==> src/rtl/neopixel_frame_sched_if.sv <==
// CSR-side and NEOPIXEL-side bus bundle of the frame scheduler; slave is the scheduler's view.
interface neopixel_frame_sched_if;
  logic [2:0]  iCSR_ADDRESS;
  logic        iCSR_READ;
  logic [31:0] oCSR_READ_DATA;
  logic        iCSR_WRITE;
  logic [31:0] iCSR_WRITE_DATA;
  logic [3:0]  oNP_ADDRESS;
  logic        oNP_WRITE;
  logic [31:0] oNP_WRITE_DATA;
  logic        iNP_IRQ;
  logic        oIRQ;

  modport slave (
    input  iCSR_ADDRESS, iCSR_READ, iCSR_WRITE, iCSR_WRITE_DATA, iNP_IRQ,
    output oCSR_READ_DATA, oNP_ADDRESS, oNP_WRITE, oNP_WRITE_DATA, oIRQ
  );

  modport master (
    output iCSR_ADDRESS, iCSR_READ, iCSR_WRITE, iCSR_WRITE_DATA, iNP_IRQ,
    input  oCSR_READ_DATA, oNP_ADDRESS, oNP_WRITE, oNP_WRITE_DATA, oIRQ
  );
endinterface

==> src/rtl/neopixel_frame_sched.sv <==
// Periodic double-buffered NEOPIXEL frame scheduler; tick-to-first-NEOPIXEL-write latency 1 clock.
// No backpressure: NEOPIXEL writes are single-cycle with no wait, CSR reads return on the next clock.
module neopixel_frame_sched #(
  parameter logic [31:0] pTIMEOUT    = 32'd50_000_000,
  parameter logic [31:0] pPERIOD_RST = 32'd1_666_666
) (
  input logic                   iCLOCK,
  input logic                   iRESET,
  neopixel_frame_sched_if.slave bus
);
  typedef enum logic [2:0] {IDLE = 3'd0, WR_ADDR = 3'd1, WR_CTRL = 3'd2, BUSY = 3'd3, ACK = 3'd4} state_t;
  state_t state, stateNxt;

  logic        ctrlEn, ctrlRepeat, ctrlIrqEn;
  logic        pending, front, stTimeout, stOverrun, stDone;
  logic [31:0] period, bufA, bufB, frameCount, periodCnt, busyCnt, startWord;
  logic [21:0] cfg;
  logic        tickLatch, ackTimeout;

  logic        tickNow, flipFront, frontNxt, irqSeen, busyExpired, timeoutHit, overrunSet, swapWr;
  logic        npWriteNxt;
  logic [3:0]  npAddrNxt;
  logic [31:0] npDataNxt;

  // PERIOD of 0 or 1 ticks every clock; >= keeps the timer sane if PERIOD shrinks below the count
  assign tickNow     = ctrlEn && ((period <= 32'd1) || (periodCnt >= period - 32'd1));
  assign irqSeen     = (busyCnt != 32'd0) && bus.iNP_IRQ;
  assign busyExpired = busyCnt >= pTIMEOUT - 32'd1;
  assign timeoutHit  = (state == BUSY) && busyExpired && !irqSeen;
  assign overrunSet  = tickNow && tickLatch && (state != IDLE);
  assign swapWr      = bus.iCSR_WRITE && (bus.iCSR_ADDRESS == 3'd6);
  assign frontNxt    = front ^ flipFront;

  always_ff @(posedge iCLOCK or negedge iRESET) begin
    if (!iRESET) state <= IDLE;
    else         state <= stateNxt;
  end

  always_comb begin
    stateNxt  = state;
    flipFront = 1'b0;
    case (state)
      IDLE: if (tickLatch) begin
        if (pending) begin
          flipFront = 1'b1;
          stateNxt  = WR_ADDR;
        end else if (ctrlRepeat) begin
          stateNxt  = WR_ADDR;
        end
      end
      WR_ADDR: stateNxt = WR_CTRL;
      WR_CTRL: stateNxt = BUSY;
      BUSY:    if (irqSeen || busyExpired) stateNxt = ACK;
      ACK:     stateNxt = IDLE;
      default: stateNxt = IDLE;
    endcase
  end

  // Outputs are computed for the state being entered, so data is frozen at state entry
  always_comb begin
    npWriteNxt = 1'b0;
    npAddrNxt  = 4'd0;
    npDataNxt  = 32'd0;
    case (stateNxt)
      WR_ADDR: begin
        npWriteNxt = 1'b1;
        npAddrNxt  = 4'd8;
        npDataNxt  = frontNxt ? bufB : bufA;
      end
      WR_CTRL: begin
        npWriteNxt = 1'b1;
        npAddrNxt  = 4'd1;
        npDataNxt  = {10'b0, cfg[21], 1'b1, cfg[19:0]};
      end
      ACK: begin
        npWriteNxt = 1'b1;
        npAddrNxt  = 4'd1;
        npDataNxt  = {startWord[31:21], 1'b0, startWord[19:0]};
      end
      default: ;
    endcase
  end

  always_ff @(posedge iCLOCK or negedge iRESET) begin
    if (!iRESET) begin
      bus.oNP_WRITE      <= 1'b0;
      bus.oNP_ADDRESS    <= 4'd0;
      bus.oNP_WRITE_DATA <= 32'd0;
      startWord          <= 32'd0;
    end else begin
      bus.oNP_WRITE      <= npWriteNxt;
      bus.oNP_ADDRESS    <= npAddrNxt;
      bus.oNP_WRITE_DATA <= npDataNxt;
      if (stateNxt == WR_CTRL) startWord <= npDataNxt;
    end
  end

  always_ff @(posedge iCLOCK or negedge iRESET) begin
    if (!iRESET) begin
      periodCnt  <= 32'd0;
      tickLatch  <= 1'b0;
      busyCnt    <= 32'd0;
      ackTimeout <= 1'b0;
    end else begin
      if (!ctrlEn) begin
        periodCnt <= 32'd0;
        tickLatch <= 1'b0;
      end else begin
        periodCnt <= tickNow ? 32'd0 : periodCnt + 32'd1;
        if (tickNow)              tickLatch <= 1'b1;
        else if (state == IDLE)   tickLatch <= 1'b0;
      end
      busyCnt <= (state == BUSY) ? busyCnt + 32'd1 : 32'd0;
      if (state == BUSY) ackTimeout <= timeoutHit;
    end
  end

  // Later assignments win, so hardware set events dominate CPU clears in the same cycle
  always_ff @(posedge iCLOCK or negedge iRESET) begin
    if (!iRESET) begin
      {ctrlIrqEn, ctrlRepeat, ctrlEn} <= 3'b000;
      {pending, front, stTimeout, stOverrun, stDone} <= 5'b0;
      period     <= pPERIOD_RST;
      bufA       <= 32'd0;
      bufB       <= 32'd0;
      cfg        <= 22'd0;
      frameCount <= 32'd0;
    end else begin
      if (bus.iCSR_WRITE) begin
        case (bus.iCSR_ADDRESS)
          3'd0: {ctrlIrqEn, ctrlRepeat, ctrlEn} <= bus.iCSR_WRITE_DATA[2:0];
          3'd1: begin
            if (bus.iCSR_WRITE_DATA[3]) stTimeout <= 1'b0;
            if (bus.iCSR_WRITE_DATA[4]) stOverrun <= 1'b0;
            if (bus.iCSR_WRITE_DATA[5]) stDone    <= 1'b0;
          end
          3'd2: period     <= bus.iCSR_WRITE_DATA;
          3'd3: bufA       <= bus.iCSR_WRITE_DATA;
          3'd4: bufB       <= bus.iCSR_WRITE_DATA;
          3'd5: cfg        <= {bus.iCSR_WRITE_DATA[21], 1'b0, bus.iCSR_WRITE_DATA[19:0]};
          3'd7: frameCount <= 32'd0;
          default: ;
        endcase
      end
      if (swapWr)         pending <= 1'b1;
      else if (flipFront) pending <= 1'b0;
      front <= frontNxt;
      if (overrunSet) stOverrun <= 1'b1;
      if (timeoutHit) begin
        stTimeout <= 1'b1;
        ctrlEn    <= 1'b0;
      end
      if ((state == ACK) && !ackTimeout) begin
        frameCount <= frameCount + 32'd1;
        stDone     <= 1'b1;
      end
    end
  end

  always_ff @(posedge iCLOCK or negedge iRESET) begin
    if (!iRESET) begin
      bus.oCSR_READ_DATA <= 32'd0;
      bus.oIRQ           <= 1'b0;
    end else begin
      if (bus.iCSR_READ) begin
        case (bus.iCSR_ADDRESS)
          3'd0: bus.oCSR_READ_DATA <= {29'd0, ctrlIrqEn, ctrlRepeat, ctrlEn};
          3'd1: bus.oCSR_READ_DATA <= {26'd0, stDone, stOverrun, stTimeout, front, pending, state != IDLE};
          3'd2: bus.oCSR_READ_DATA <= period;
          3'd3: bus.oCSR_READ_DATA <= bufA;
          3'd4: bus.oCSR_READ_DATA <= bufB;
          3'd5: bus.oCSR_READ_DATA <= {10'd0, cfg};
          3'd6: bus.oCSR_READ_DATA <= 32'd0;
          3'd7: bus.oCSR_READ_DATA <= frameCount;
          default: bus.oCSR_READ_DATA <= 32'd0;
        endcase
      end
      bus.oIRQ <= ctrlIrqEn & (stDone | stTimeout);
    end
  end
endmodule

==> src/flat_wrapper.sv <==
// flat-port wrapper written by rule: the top's interface ports become plain ports
module neopixel_frame_sched_flat 
#(
  parameter logic [31:0] pTIMEOUT    = 32'd50_000_000,
  parameter logic [31:0] pPERIOD_RST = 32'd1_666_666
)
  (iCLOCK, iRESET, bus_iCSR_ADDRESS, bus_iCSR_READ, bus_iCSR_WRITE, bus_iCSR_WRITE_DATA, bus_iNP_IRQ, bus_oCSR_READ_DATA, bus_oNP_ADDRESS, bus_oNP_WRITE, bus_oNP_WRITE_DATA, bus_oIRQ);
  neopixel_frame_sched_if bus_i ();
  input logic iCLOCK;
  input logic iRESET;
  input wire logic [$bits(bus_i.iCSR_ADDRESS)-1:0] bus_iCSR_ADDRESS;
  input wire logic [$bits(bus_i.iCSR_READ)-1:0] bus_iCSR_READ;
  input wire logic [$bits(bus_i.iCSR_WRITE)-1:0] bus_iCSR_WRITE;
  input wire logic [$bits(bus_i.iCSR_WRITE_DATA)-1:0] bus_iCSR_WRITE_DATA;
  input wire logic [$bits(bus_i.iNP_IRQ)-1:0] bus_iNP_IRQ;
  output wire logic [$bits(bus_i.oCSR_READ_DATA)-1:0] bus_oCSR_READ_DATA;
  output wire logic [$bits(bus_i.oNP_ADDRESS)-1:0] bus_oNP_ADDRESS;
  output wire logic [$bits(bus_i.oNP_WRITE)-1:0] bus_oNP_WRITE;
  output wire logic [$bits(bus_i.oNP_WRITE_DATA)-1:0] bus_oNP_WRITE_DATA;
  output wire logic [$bits(bus_i.oIRQ)-1:0] bus_oIRQ;
  assign bus_i.iCSR_ADDRESS = bus_iCSR_ADDRESS;
  assign bus_i.iCSR_READ = bus_iCSR_READ;
  assign bus_i.iCSR_WRITE = bus_iCSR_WRITE;
  assign bus_i.iCSR_WRITE_DATA = bus_iCSR_WRITE_DATA;
  assign bus_i.iNP_IRQ = bus_iNP_IRQ;
  assign bus_oCSR_READ_DATA = bus_i.oCSR_READ_DATA;
  assign bus_oNP_ADDRESS = bus_i.oNP_ADDRESS;
  assign bus_oNP_WRITE = bus_i.oNP_WRITE;
  assign bus_oNP_WRITE_DATA = bus_i.oNP_WRITE_DATA;
  assign bus_oIRQ = bus_i.oIRQ;
  neopixel_frame_sched #(.pTIMEOUT(pTIMEOUT), .pPERIOD_RST(pPERIOD_RST)) u_core (.iCLOCK(iCLOCK), .iRESET(iRESET), .bus(bus_i));
endmodule
==> config.mk <==
export PLATFORM = sky130hd
export DESIGN_NAME = neopixel_frame_sched_flat
export DESIGN_NICKNAME = d
export VERILOG_FILES = /design/src/rtl/neopixel_frame_sched_if.sv /design/src/rtl/neopixel_frame_sched.sv /design/src/flat_wrapper.sv
export SDC_FILE = /design/constraint.sdc
export NUM_CORES = 1
export LEC_CHECK = 0
export ABC_AREA = 1
export BUFFER_PORTS_ARGS = -buffer_cell sky130_fd_sc_hd__clkbuf_2
export CORE_MARGIN = 5
export CORE_UTILIZATION = 32
export DETAILED_ROUTE_END_ITERATION = 8
export PLACE_DENSITY = 0.47
export SYNTH_ARGS = -nofsm -noshare
export SYNTH_HDL_FRONTEND = slang
export SYNTH_SLANG_ARGS = --single-unit
==> constraint.sdc <==
create_clock -name iCLOCK -period 3.3 [get_ports iCLOCK]
set_input_delay 0.165 -clock iCLOCK [delete_from_list [all_inputs] [get_ports iCLOCK]]
set_output_delay 0.165 -clock iCLOCK [all_outputs]
set_load 0.005 [all_outputs]
[Word level (Yosys, flattened, before mapping)]
Cells that the tools add are included.
Word-level totals
  word-level logic and storage cells: 128
  bits in registers: 328
  output and inout port bits: 70
Operators by class
  $add $sub $neg: 4
  multiplexer cells: 39
  equal/unequal tests: 15
  $lt $le $gt $ge: 3
  reduce and logical (&&, ||, !) cells: 40
  bitwise gates (word level): 3
Operators by type and width (count)
  one-hot mux 32 bit (8 select lines): 1
  2-to-1 mux 32 bit: 7
  adder 32 x 1 -> 32 bit (second input constant): 3
  one-hot mux 32 bit (3 select lines): 1
  >= comparator 32 x 26 -> 1 bit (second input constant): 1
  >= comparator 32 bit: 1
  <= comparator 32 x 1 -> 1 bit (second input constant): 1
  nonzero test 32 bit: 1
  subtractor 32 x 1 -> 32 bit (second input constant): 1
  2-to-1 mux 1 bit: 24
  nonzero test 2 bit: 12
  equality test 3 bit (second input constant): 6
  equality test 3 x 2 -> 1 bit (second input constant): 5
  AND reduction 2 bit: 7
  2-to-1 mux 3 bit: 4
  one-hot mux 3 bit (4 select lines): 1
  equality test 3 x 1 -> 1 bit (second input constant): 3
  AND reduction 3 bit: 3
  logical AND 1 bit: 8
  one-hot mux 4 bit (2 select lines): 1
  logical NOT 3 bit: 2
  inequality test 3 bit (second input constant): 1
  nonzero test 3 bit: 1
  OR reduction 3 bit: 1
  other kinds (6): 8

[Longest topological paths before layout]
Gate-level depths: netlist (run 1).
  depth in word-level cells: 8
  mapped depth: 21
  gate-level depth less buffers: 21

[Worst setup path before layout (run 1)]
OpenSTA, ideal clock, no wires.
  path type: reg-to-reg
  start: register u_core.period[0]
  end: register u_core.periodCnt[24]
  stages on the path, launching flop included: 17
  data arrival time: 2.644 ns
  slack: 0.535 ns
  period minus slack after synthesis: 2.765 ns
  buffers on the path: 1
  data required time: 3.179 ns
  path through: dfrtp_1 > inv_1 > ha_1 > nand2_2 > nor2_4 > nand2_1 > nor2_1 > nand3_1 > xor2_1 > ha_1 > nand2_1 > nor3_1 > nor2b_1 > nand2_1 > nand4_2 > buf_2 > nor2_1
Between the ends
  word-level cells in the longest chain between the ends: 6
  elaborated cells between the ends (all ways): 7
  classes of those cells: add/sub: 1; order compare: 2; mux: 2; reduce/logical: 2
Ends and longest elaborated chain
  start: declaration: RTL line neopixel_frame_sched.sv:16  | logic [31:0] period, bufA, bufB, frameCount, periodCnt, busyCnt, startWord;
  start signal: assignment: RTL line neopixel_frame_sched.sv:123  | period <= pPERIOD_RST;
  start signal: assignment: RTL line neopixel_frame_sched.sv:137  | 3'd2: period <= bus.iCSR_WRITE_DATA;
  subtractor 32 x 1 -> 32 bit: RTL line neopixel_frame_sched.sv:26  | assign tickNow = ctrlEn && ((period <= 32'd1) || (periodCnt >= period - 32'd1));
  >= comparator 32 bit: RTL line neopixel_frame_sched.sv:26
  logical OR 1 bit *: RTL line neopixel_frame_sched.sv:26
  logical AND 1 bit *: RTL line neopixel_frame_sched.sv:26
  2-to-1 mux 32 bit *: RTL line neopixel_frame_sched.sv:109  | periodCnt <= tickNow ? 32'd0 : periodCnt + 32'd1;
  2-to-1 mux 32 bit *: RTL line neopixel_frame_sched.sv:105  | if (!ctrlEn) begin
  end signal: assignment: RTL line neopixel_frame_sched.sv:109
  end: declaration: RTL line neopixel_frame_sched.sv:16
Every way passes the cells marked *; elsewhere a longest branch is shown, timed or not.
A chain may end at the register's enable or synchronous reset.

[Worst setup path after layout (run 1)]
  start: register u_core.period[2]
  end: register u_core.periodCnt[17]
The elaborated chain is that of the path after synthesis.

==> impl_metrics.ini, run 1 <==
[worst_setup_path]
crit_top_cell = nor2_4
timing.critical_path.to_type = flop
critical_path.top_delay_family = simple AND/OR/NAND/NOR gates
r2r_path_end = u_core.periodCnt[17]
required_ns = 3.75
critical-path-slowest-cell = dfrtp_2
crit_chain = nor2_4 -> nand2_2 -> nor2_4 -> nand4_4 -> nor2_4 -> buf_4 -> nand4_1 -> xor2_1 -> ha_1 -> nand2_1 -> inv_1 -> nand3_2 -> nor3_4 -> nor2b_4 -> nand2_1 -> nand4_4 -> clkbuf_16 -> nor2_1
critical_path.max_stage_delay_ns = 0.45
timing.critical_path.fanout_max = 8
crit_type = flop to flop
worstSetupStartpointType = flop
cp.buffers_inverters = 3
setup.reg_to_reg.worst_slack_ns = 0.18
worstReg2RegStart = u_core.period[2]
crit_arrival_ns = 3.57
r2r_cells = 18

[yosys]
yosysTopAreaCellShare = 0.454
post-synth-top-area-cell = dfrtp_1
asyncSetResetFlopFracSynth = 1.00
synth_enable_flop_cells = 0
netlist-cell-type-count = 48
yosysSeqAreaShare = 0.473
synthTopCellsByArea = dfrtp_1 45%, nand2_1 14%, o21ai_0 5.7%, inv_1 5.6%, nand3_1 4.1%
ys_dominant_reg_cell = dfrtp_1
yosys.cell_count.top_type = nand2_1
synthesis.instances = 2219
synth.ff_latch_count = 325
yosys_warnings = 0
synth.top_cells.by_count = 625 x nand2_1, 313 x dfrtp_1, 257 x inv_1
postSynthAreaPerCell_um2 = 7.77
syn-cell-area_um2 = 17200

[final_layout]
layout.core_utilization = 0.385
finish.instance_area_um2 = 20600
nNetsFinal = 2443
num_antenna_cells = 0
area_overhead_of_the_layout_relative_to_synthesis_pct = 19.7
final_layout_size_suffix_gt1_frac = 0.124

[die]
top_level_ports = 110
floorplan.die_area_um2 = 58600
dieHeight_um = 242
initial_core_util = 0.322
chipWidth_um = 242
placementRows = 85
placeableCoreArea_um2 = 53600

[sta]
relSlewSlack = 0.252
worst_slew_pin_slew_ns = 1.12
whs_ns = 0.0163
finalCritPeriodShare = 0.945
fmax_mhz = 321
setup_tns_ns = 0
final-hold-violation-count = 0
worst_clock_skew_ns = 0.0304
finalSetupViolCount = 0
report.final.slew_viol_count = 0
period_minus_slack_ns = 3.12

[grt]
grt_antenna_before_repair = 1
global_route.overflow_total = 0
grt.total_usage = 0.196
largest_net_degree_at_the_start_of_global_routing = 99
grt_pass1_vias = 14800
grt_first_pass_wirelength_mm = 90.4

[clock_network]
clk_path_buf_depth = 3
clock_sink_count = 325
clkTransAtPathRegs_ns = 0.06
cts_root_buf = clkbuf_16
htree_levels = 2
clock_tree_from_tritoncts = yes
cts_made_buffers = 41
worst_skew_pair.late_latency_ns = 0.58

[drt]
post-route-drc-count = 0
drt_iter0_markers = 1356
wl_per_cell_um = 19.1
totalWireLength_mm = 58.9
route.vias.total = 15400
via_density_per_instance = 4.98
firstDrtPassIters = 5
detail-route-antenna-nets = 0

[worst_hold_path]
whs_endpoint = u_core.bufA[18]
hold_path_startpoint = bus_iCSR_WRITE_DATA[18]
min_path_cells = 3
min_path_type = input pin to flop

[job]
timing.max_cap.violations = 0

[placed_design]
port_buffer_cells = 107
dp.final_hpwl_mm = 43.2
postPlaceCellArea_um2 = 18600
gp_congestion = 0.906

[power_and_ir_drop]
power_density_over_cell_area_nw_per_um2 = 628
irDropWorstVdd_mv = 0.324
overall_power_w = 0.0130
total_leakage_power_nw = 9.78

[run_status]
outcome = finished, final reports clean
sequential cells by signal, summed over array words and instances, names as in the netlist, 2 cells and up:
name / cells
u_core.bufA: 32
u_core.bufB: 32
u_core.bus.oCSR_READ_DATA: 32
u_core.bus.oNP_WRITE_DATA: 32
u_core.busyCnt: 32
u_core.frameCount: 32
u_core.periodCnt: 32
u_core.period: 32
u_core.startWord: 31
u_core.cfg: 21
u_core.state: 3
u_core.bus.oNP_ADDRESS: 2
final cells by class:
cell class | count | area [um^2]
flip-flops and latches | 325 | 8150
fillers | 5615 | 33000
clock inverters | 16 | 334
repair buffers | 180 | 1290
well taps | 696 | 871
inverters | 268 | 1010
clock buffers | 57 | 1140
multi-input cells | 1549 | 7850
worst max-delay path by stage:
stage,to,depth (start not counted),from
global placement,u_core.tickLatch,18,u_core.period[0]
global route,u_core.tickLatch,19,u_core.period[2]
CTS,u_core.tickLatch,17,u_core.period[0]
finish,u_core.periodCnt[17],18,u_core.period[2]
detailed placement,u_core.tickLatch,17,u_core.period[0]
floorplan,u_core.periodCnt[24],16,u_core.period[0]
stage by stage:
| step | cells | setup slack [ns] |
|---|---|---|
| final | 3091 | 0.182 |
| after global routing | 3091 | -0.0267 |
| after CTS | 3080 | 0.171 |
| after detailed placement | 2978 | 0.198 |
| after global placement | 2978 | 0.252 |
| after floorplan | 2220 | 0.535 |
report_power, final:
group          leakage [nW]  internal [W]  total (W)  switching (W)
Combinational          4.80      0.000876    0.00270        0.00183
Clock                 0.712       0.00311    0.00495        0.00184
Sequential             4.27       0.00470    0.00531       0.000610
cells in the final DEF, fill, tap and decap left out, types with 44 or more instances in the layout:
cell,count
dfrtp_1,311
o21ai_0,195
xor2_1,54
nand2_1,622
clkbuf_2,106
nor3_1,57
inv_1,255
nor2_1,171
nand3_1,139
clkbuf_16,44
worst reg2reg max path, stage by stage, from the launching register on:
cell	delay, ns
dfrtp_2	0.45
nor2_4	0.11
nand2_2	0.09
nor2_4	0.15
nand4_4	0.12
nor2_4	0.18
buf_4	0.13
nand4_1	0.11
xor2_1	0.18
ha_1	0.30
nand2_1	0.05
inv_1	0.08
nand3_2	0.09
nor3_4	0.21
nor2b_4	0.18
nand2_1	0.09
nand4_4	0.20
clkbuf_16	0.21
nor2_1	0.04
cell families (layout without fill, tap and decap cells):
family / count (synthesis) / after routing / share of synthesized area
flip-flops: 325 / 325 / 0.473
adder cells (fa/ha/maj): 38 / 38 / 0.0276
other: 1 / 2 / 0.000217
AO/OA/AOI/OAI: 351 / 351 / 0.114
AND/OR/NAND/NOR: 1097 / 1097 / 0.275
buffers and inverters: 346 / 521 / 0.0796
XOR/XNOR: 61 / 61 / 0.0314
what timing repair did:
action	4_1_cts	5_1_grt
resized for setup	0	22
buffers inserted	0	6
hold buffers	29	1
hold endpoints to repair	162	1
setup endpoints to repair	0	34
metal layers:
layer  global-route usage  share of wire
met2                0.303           0.44
met5                    0        0.00025
met4               0.0502          0.024
met1                0.285           0.48
met3               0.0359          0.054
(Power assumes the default switching activity.)
==> run 2: changes to the inputs <==
--- a/config.mk
+++ b/config.mk
@@ -8,9 +8,9 @@
 export ABC_AREA = 1
 export BUFFER_PORTS_ARGS = -buffer_cell sky130_fd_sc_hd__clkbuf_2
 export CORE_MARGIN = 5
-export CORE_UTILIZATION = 32
+export CORE_UTILIZATION = 61
 export DETAILED_ROUTE_END_ITERATION = 8
-export PLACE_DENSITY = 0.47
+export PLACE_DENSITY = 0.8
 export SYNTH_ARGS = -nofsm -noshare
 export SYNTH_HDL_FRONTEND = slang
 export SYNTH_SLANG_ARGS = --single-unit
==> run 2 against run 1 <==
Against the previous run: power is 7.6% lower; combinational power is 3% lower; first-iteration DRC count rose by 33%; cell area down 4.9%; utilization up 32 points; die area fell by 46%; clock-buffer cell count is 4 lower; critical path depth fell by 1; highest routed layer is now met4; sequential power hardly changed; maximum frequency grew 0.57%; sequential cell count unchanged.
==> impl_metrics.ini, run 2 (same netlist as run 1, synthesis figures left out) <==
[die]
chipWidth_um = 178
initial_core_util = 0.619
dieHeight_um = 178
floorplan.die_area_um2 = 31700
placementRows = 61
placeableCoreArea_um2 = 27900
top_level_ports = 110

[worst_hold_path]
hold_path_startpoint = bus_iCSR_WRITE_DATA[14]
min_path_type = input pin to flop
whs_endpoint = u_core.period[14]
min_path_cells = 3

[worst_setup_path]
crit_type = flop to flop
r2r_path_end = u_core.tickLatch
worstSetupStartpointType = flop
crit_arrival_ns = 3.56
r2r_cells = 17
required_ns = 3.76
worstReg2RegStart = u_core.period[0]
timing.critical_path.fanout_max = 34
timing.critical_path.to_type = flop
setup.reg_to_reg.worst_slack_ns = 0.20

[power_and_ir_drop]
total_leakage_power_nw = 9.51
power_density_over_cell_area_nw_per_um2 = 610
irDropWorstVdd_mv = 0.420

[sta]
grt_setup_unrepaired = no
setup_tns_ns = 0
fmax_mhz = 323
report.final.slew_viol_count = 0
finalSetupViolCount = 0
finalCritPeriodShare = 0.939
worst_slew_pin_slew_ns = 1.16
final-hold-violation-count = 0
relSlewSlack = 0.224
period_minus_slack_ns = 3.10
worst_clock_skew_ns = 0.0113

[clock_network]
clock_sink_count = 325
worst_skew_pair.late_latency_ns = 0.52
clkTransAtPathRegs_ns = 0.06
clock_tree_from_tritoncts = yes
cts_made_buffers = 36
clk_path_buf_depth = 3
cts_root_buf = clkbuf_16
htree_levels = 2

[final_layout]
final_layout_size_suffix_gt1_frac = 0.113
nNetsFinal = 2414
finish.instance_area_um2 = 19600
mostFrequentLayoutCells = 624 x nand2_1, 313 x dfrtp_1, 257 x inv_1, 197 x o21ai_0, 172 x nor2_1
area_overhead_of_the_layout_relative_to_synthesis_pct = 13.8
mostFrequentLayoutCell = nand2_1

[run_status]
outcome = finished, final reports clean

[drt]
post-route-drc-count = 0
firstDrtPassIters = 8
wl_per_cell_um = 18.5
route.vias.total = 15800
totalWireLength_mm = 50.7
drt_iter0_markers = 1803
detail-route-antenna-nets = 0
via_density_per_instance = 5.76

[placed_design]
postPlaceCellArea_um2 = 18200
gp_congestion = 1.01
dp.final_hpwl_mm = 37.0
port_buffer_cells = 107

[job]
timing.max_cap.violations = 0

[grt]
grt.total_usage = 0.323
grt_antenna_before_repair = 0
grt_first_pass_wirelength_mm = 80.5
largest_net_degree_at_the_start_of_global_routing = 84
grt_pass1_vias = 15100
global_route.overflow_total = 0
## run 2: report_power, final
group	total [W]	switching [W]	internal (W)
Combinational	0.00263	0.00178	0.000855
Sequential	0.00529	0.000597	0.00470
Clock	0.00405	0.00163	0.00243
## run 2: routing by layer
layer	share of wire	vias to the layer above	track usage
met3	0.084	134	0.0528
met2	0.46	758	0.511
met4	0.046	0	0.139
met1	0.41	7464	0.444
met5	0	-	0
li1	-	7437	-
## run 2: how the worst max path moves through the flow
stage | startpoint | to | slack (ns) | depth (start not counted)
floorplan | u_core.period[0] | u_core.periodCnt[24] | 0.53 | 16
global placement | u_core.period[0] | u_core.periodCnt[24] | 0.33 | 16
detailed placement | u_core.period[0] | u_core.tickLatch | 0.19 | 17
CTS | u_core.period[0] | u_core.tickLatch | 0.15 | 17
global route | u_core.period[0] | u_core.tickLatch | 0.01 | 17
finish | u_core.period[0] | u_core.tickLatch | 0.20 | 17
## run 2: cell type report
class                   count  area [um^2]
diodes                      1         2.50
clock inverters            12          124
well taps                 378          473
clock buffers              53         1080
fillers                  2239         8230
flip-flops and latches    325         8150
repair buffers            156         1030
multi-input cells        1549         7770
inverters                 268         1010
## run 2: through the flow
stage | instances | setup WS, ns | util | hold WS (ns) | power [W]
2_1_floorplan | 2220 | 0.535 | - | -0.131 | 0.00679
3_3_place_gp | 2654 | 0.329 | 0.653 | 0.209 | 0.00777
6_report | 2742 | 0.200 | 0.704 | 0.0214 | 0.0120
5_1_grt | 2741 | 0.0122 | 0.704 | 0.0102 | 0.0126
4_1_cts | 2740 | 0.149 | 0.704 | 0.00736 | 0.0120
3_5_place_dp | 2654 | 0.185 | 0.653 | 0.219 | 0.00788
## run 2: critical path, stage by stage, from the launching register on
cell	delay, ns
dfrtp_1	0.41
inv_1	0.14
ha_1	0.27
nand2_2	0.13
nor2_4	0.18
nand2_1	0.14
nor2_1	0.18
nand3_1	0.10
xor2_1	0.17
ha_1	0.29
nand2_1	0.09
nor3_2	0.18
nor2b_1	0.19
nand2_1	0.08
nand4_2	0.11
buf_12	0.19
nand2_1	0.07
nand2_1	0.06
## run 2: what timing repair did
| action | CTS | global route |
|---|---|---|
| gates resized for setup | 0 | 2 |
| setup endpoints to repair | 0 | 34 |
| endpoints found under the hold margin | 126 | 0 |
| buffers inserted | 0 | 1 |
| hold buffers | 21 | 0 |
==> run 3: changes to the inputs <==
--- a/config.mk
+++ b/config.mk
@@ -8,9 +8,9 @@
 export ABC_AREA = 1
 export BUFFER_PORTS_ARGS = -buffer_cell sky130_fd_sc_hd__clkbuf_2
 export CORE_MARGIN = 5
-export CORE_UTILIZATION = 61
+export CORE_UTILIZATION = 46
 export DETAILED_ROUTE_END_ITERATION = 8
-export PLACE_DENSITY = 0.8
+export PLACE_DENSITY = 0.63
 export SYNTH_ARGS = -nofsm -noshare
 export SYNTH_HDL_FRONTEND = slang
 export SYNTH_SLANG_ARGS = --single-unit
==> run 3 against run 2 <==
Against the previous run: sequential power is essentially flat; cell area up 1.6%; global-route usage is 6.5 points lower; largest power group unchanged; routed wire length is 5.5% higher; power rose by 2.4%; via count decreased by 2.4%; critical path depth stayed put; clock skew is 0.0014 ns lower; first-iteration DRC count fell by 35%; hold slack better by 0.010 ns; critical endpoint is now u_core.periodCnt[31]; utilization decreased by 17 points; critical path type unchanged; sequential share of layout area down 0.64 points.
==> impl_metrics.ini, run 3 (same netlist as run 1, synthesis figures left out) <==
[die]
floorplan.die_area_um2 = 41500
initial_core_util = 0.462
placementRows = 71
chipWidth_um = 204
top_level_ports = 110
placeableCoreArea_um2 = 37300
dieHeight_um = 204

[power_and_ir_drop]
power_density_over_cell_area_nw_per_um2 = 616
power_switching_w = 0.00410
irDropWorstVdd_mv = 0.340
total_leakage_power_nw = 9.59
power_frac_clock = 0.356
combPwrFrac = 0.211
cell_internal_pwr_w = 0.00817
power_frac_seq = 0.432
netSwitchingFraction = 0.334

[worst_setup_path]
required_ns = 3.77
critical_path.max_stage_delay_ns = 0.42
worstReg2RegStart = u_core.period[0]
crit_type = flop to flop
critical-path-slowest-cell = dfrtp_1
crit_arrival_ns = 3.49
timing.critical_path.to_type = flop
setup.reg_to_reg.worst_slack_ns = 0.28
r2r_cells = 17
crit_chain = inv_1 -> nand2_1 -> nor2_4 -> nand4_4 -> nor2_4 -> nand2_2 -> nor2_4 -> xor2_1 -> ha_1 -> a21oi_1 -> nor2_1 -> nor2_1 -> nand2_1 -> a21oi_1 -> nand4_2 -> buf_12 -> nor2_1
worstSetupStartpointType = flop
r2r_path_end = u_core.periodCnt[31]
timing.critical_path.fanout_max = 32

[clock_network]
cts_made_buffers = 38
clkTransAtPathRegs_ns = 0.06
worst_skew_pair.late_latency_ns = 0.55
htree_levels = 2
clock_sink_count = 325
cts_root_buf = clkbuf_16
clock_tree_from_tritoncts = yes
clk_path_buf_depth = 3

[drt]
post-route-drc-count = 0
detail-route-antenna-nets = 0
via_density_per_instance = 5.40
wl_per_cell_um = 18.8
route.vias.total = 15400
firstDrtPassIters = 5
totalWireLength_mm = 53.5
drt_iter0_markers = 1172

[grt]
grt_antenna_before_repair = 0
grt_pass1_vias = 14800
grt_first_pass_wirelength_mm = 84.1
largest_net_degree_at_the_start_of_global_routing = 87
global_route.overflow_total = 0
grt.total_usage = 0.258

[sta]
final_critical_path_setup_slack_ns = 0.282
worst_clock_skew_ns = 0.00998
fmax_mhz = 331
relSlewSlack = 0.320
setup_tns_ns = 0
final-hold-violation-count = 0
grt_setup_unrepaired = no
finalSetupViolCount = 0
worst_slew_pin_slew_ns = 1.02
report.final.slew_viol_count = 0
finalCritPeriodShare = 0.914
period_minus_slack_ns = 3.02

[worst_hold_path]
min_path_cells = 4
min_path_type = input pin to flop
whs_endpoint = u_core.ackTimeout
hold_path_startpoint = bus_iNP_IRQ

[job]
timing.max_cap.violations = 0

[final_layout]
final_layout_size_suffix_gt1_frac = 0.117
mostFrequentLayoutCell = nand2_1
final-instance-count-excl-fill = 2851
finish.instance_area_um2 = 19900
num_antenna_cells = 0
nNetsFinal = 2425
mostFrequentLayoutCells = 624 x nand2_1, 313 x dfrtp_1, 256 x inv_1, 196 x o21ai_0, 171 x nor2_1
area_overhead_of_the_layout_relative_to_synthesis_pct = 15.6

[placed_design]
port_buffer_cells = 107
placed_instances = 2751
dp_slack_ns = 0.139
dp.final_hpwl_mm = 40.1
postPlaceCellArea_um2 = 18300
gp_congestion = 0.927

[run_status]
outcome = finished, final reports clean
## run 3: cell count changes in the layout (fill, tap and decap cells not counted), sizes merged, moves of 3 or more
cell	before	now
clkbuf	159	156
dlygate4sd3	21	29
clkinv	7	14
clkinvlp	1	5
inv	270	266
## run 3: per-layer routing
layer  global-route usage  share of wire  vias up
li1                     -              -     7454
met1                0.358           0.44     7378
met2                0.405           0.45      479
met3               0.0564          0.074       97
met4               0.0843          0.030        0
met5                    0              0        -
## run 3: worst max path at each step
stage                          start                   end  cells past startpoint
floorplan           u_core.period[0]  u_core.periodCnt[24]                     16
global placement    u_core.period[2]  u_core.periodCnt[30]                     17
detailed placement  u_core.period[0]  u_core.periodCnt[31]                     17
CTS                 u_core.period[0]  u_core.periodCnt[31]                     17
global route        u_core.period[0]   u_core.periodCnt[0]                     19
finish              u_core.period[0]  u_core.periodCnt[31]                     17
## run 3: stage by stage
stage,power [W],hold WS [ns],util
3_5_place_dp,0.00792,0.197,0.491
5_1_grt,0.0129,0.0415,0.534
3_3_place_gp,0.00785,0.191,0.491
2_1_floorplan,0.00679,-0.131,-
6_report,0.0123,0.0317,0.534
4_1_cts,0.0124,0.00530,0.534
## run 3: timing repair
item	in CTS	in global routing
hold buffers	29	0
buffers inserted	0	1
resized for setup	0	5
hold endpoints to repair	137	0
setup endpoints to repair	0	32
## run 3: critical path: cells and delay by family (launching register included)
family | cells | cell delay (ns)
compound gates | 2 | 0.31
xor+xnor | 1 | 0.23
fa+ha+maj | 1 | 0.28
buf+inv | 2 | 0.36
flops | 1 | 0.42
simple gates | 11 | 1.35
## run 3: area by class of cell
cell class              count  area [um^2]
multi-input cells        1549         7770
well taps                 474          593
repair buffers            165         1100
clock inverters            20          199
clock buffers              50         1110
fillers                  3671        17400
flip-flops and latches    325         8150
inverters                 268         1010
## run 3: power by group through the flow
stage	registers [W]	clock network (W)	logic, W
2_1_floorplan	0.00518	0	0.00161
3_3_place_gp	0.00533	0	0.00252
3_5_place_dp	0.00536	0	0.00256
4_1_cts	0.00529	0.00446	0.00260
5_1_grt	0.00539	0.00463	0.00293
6_report	0.00530	0.00437	0.00260
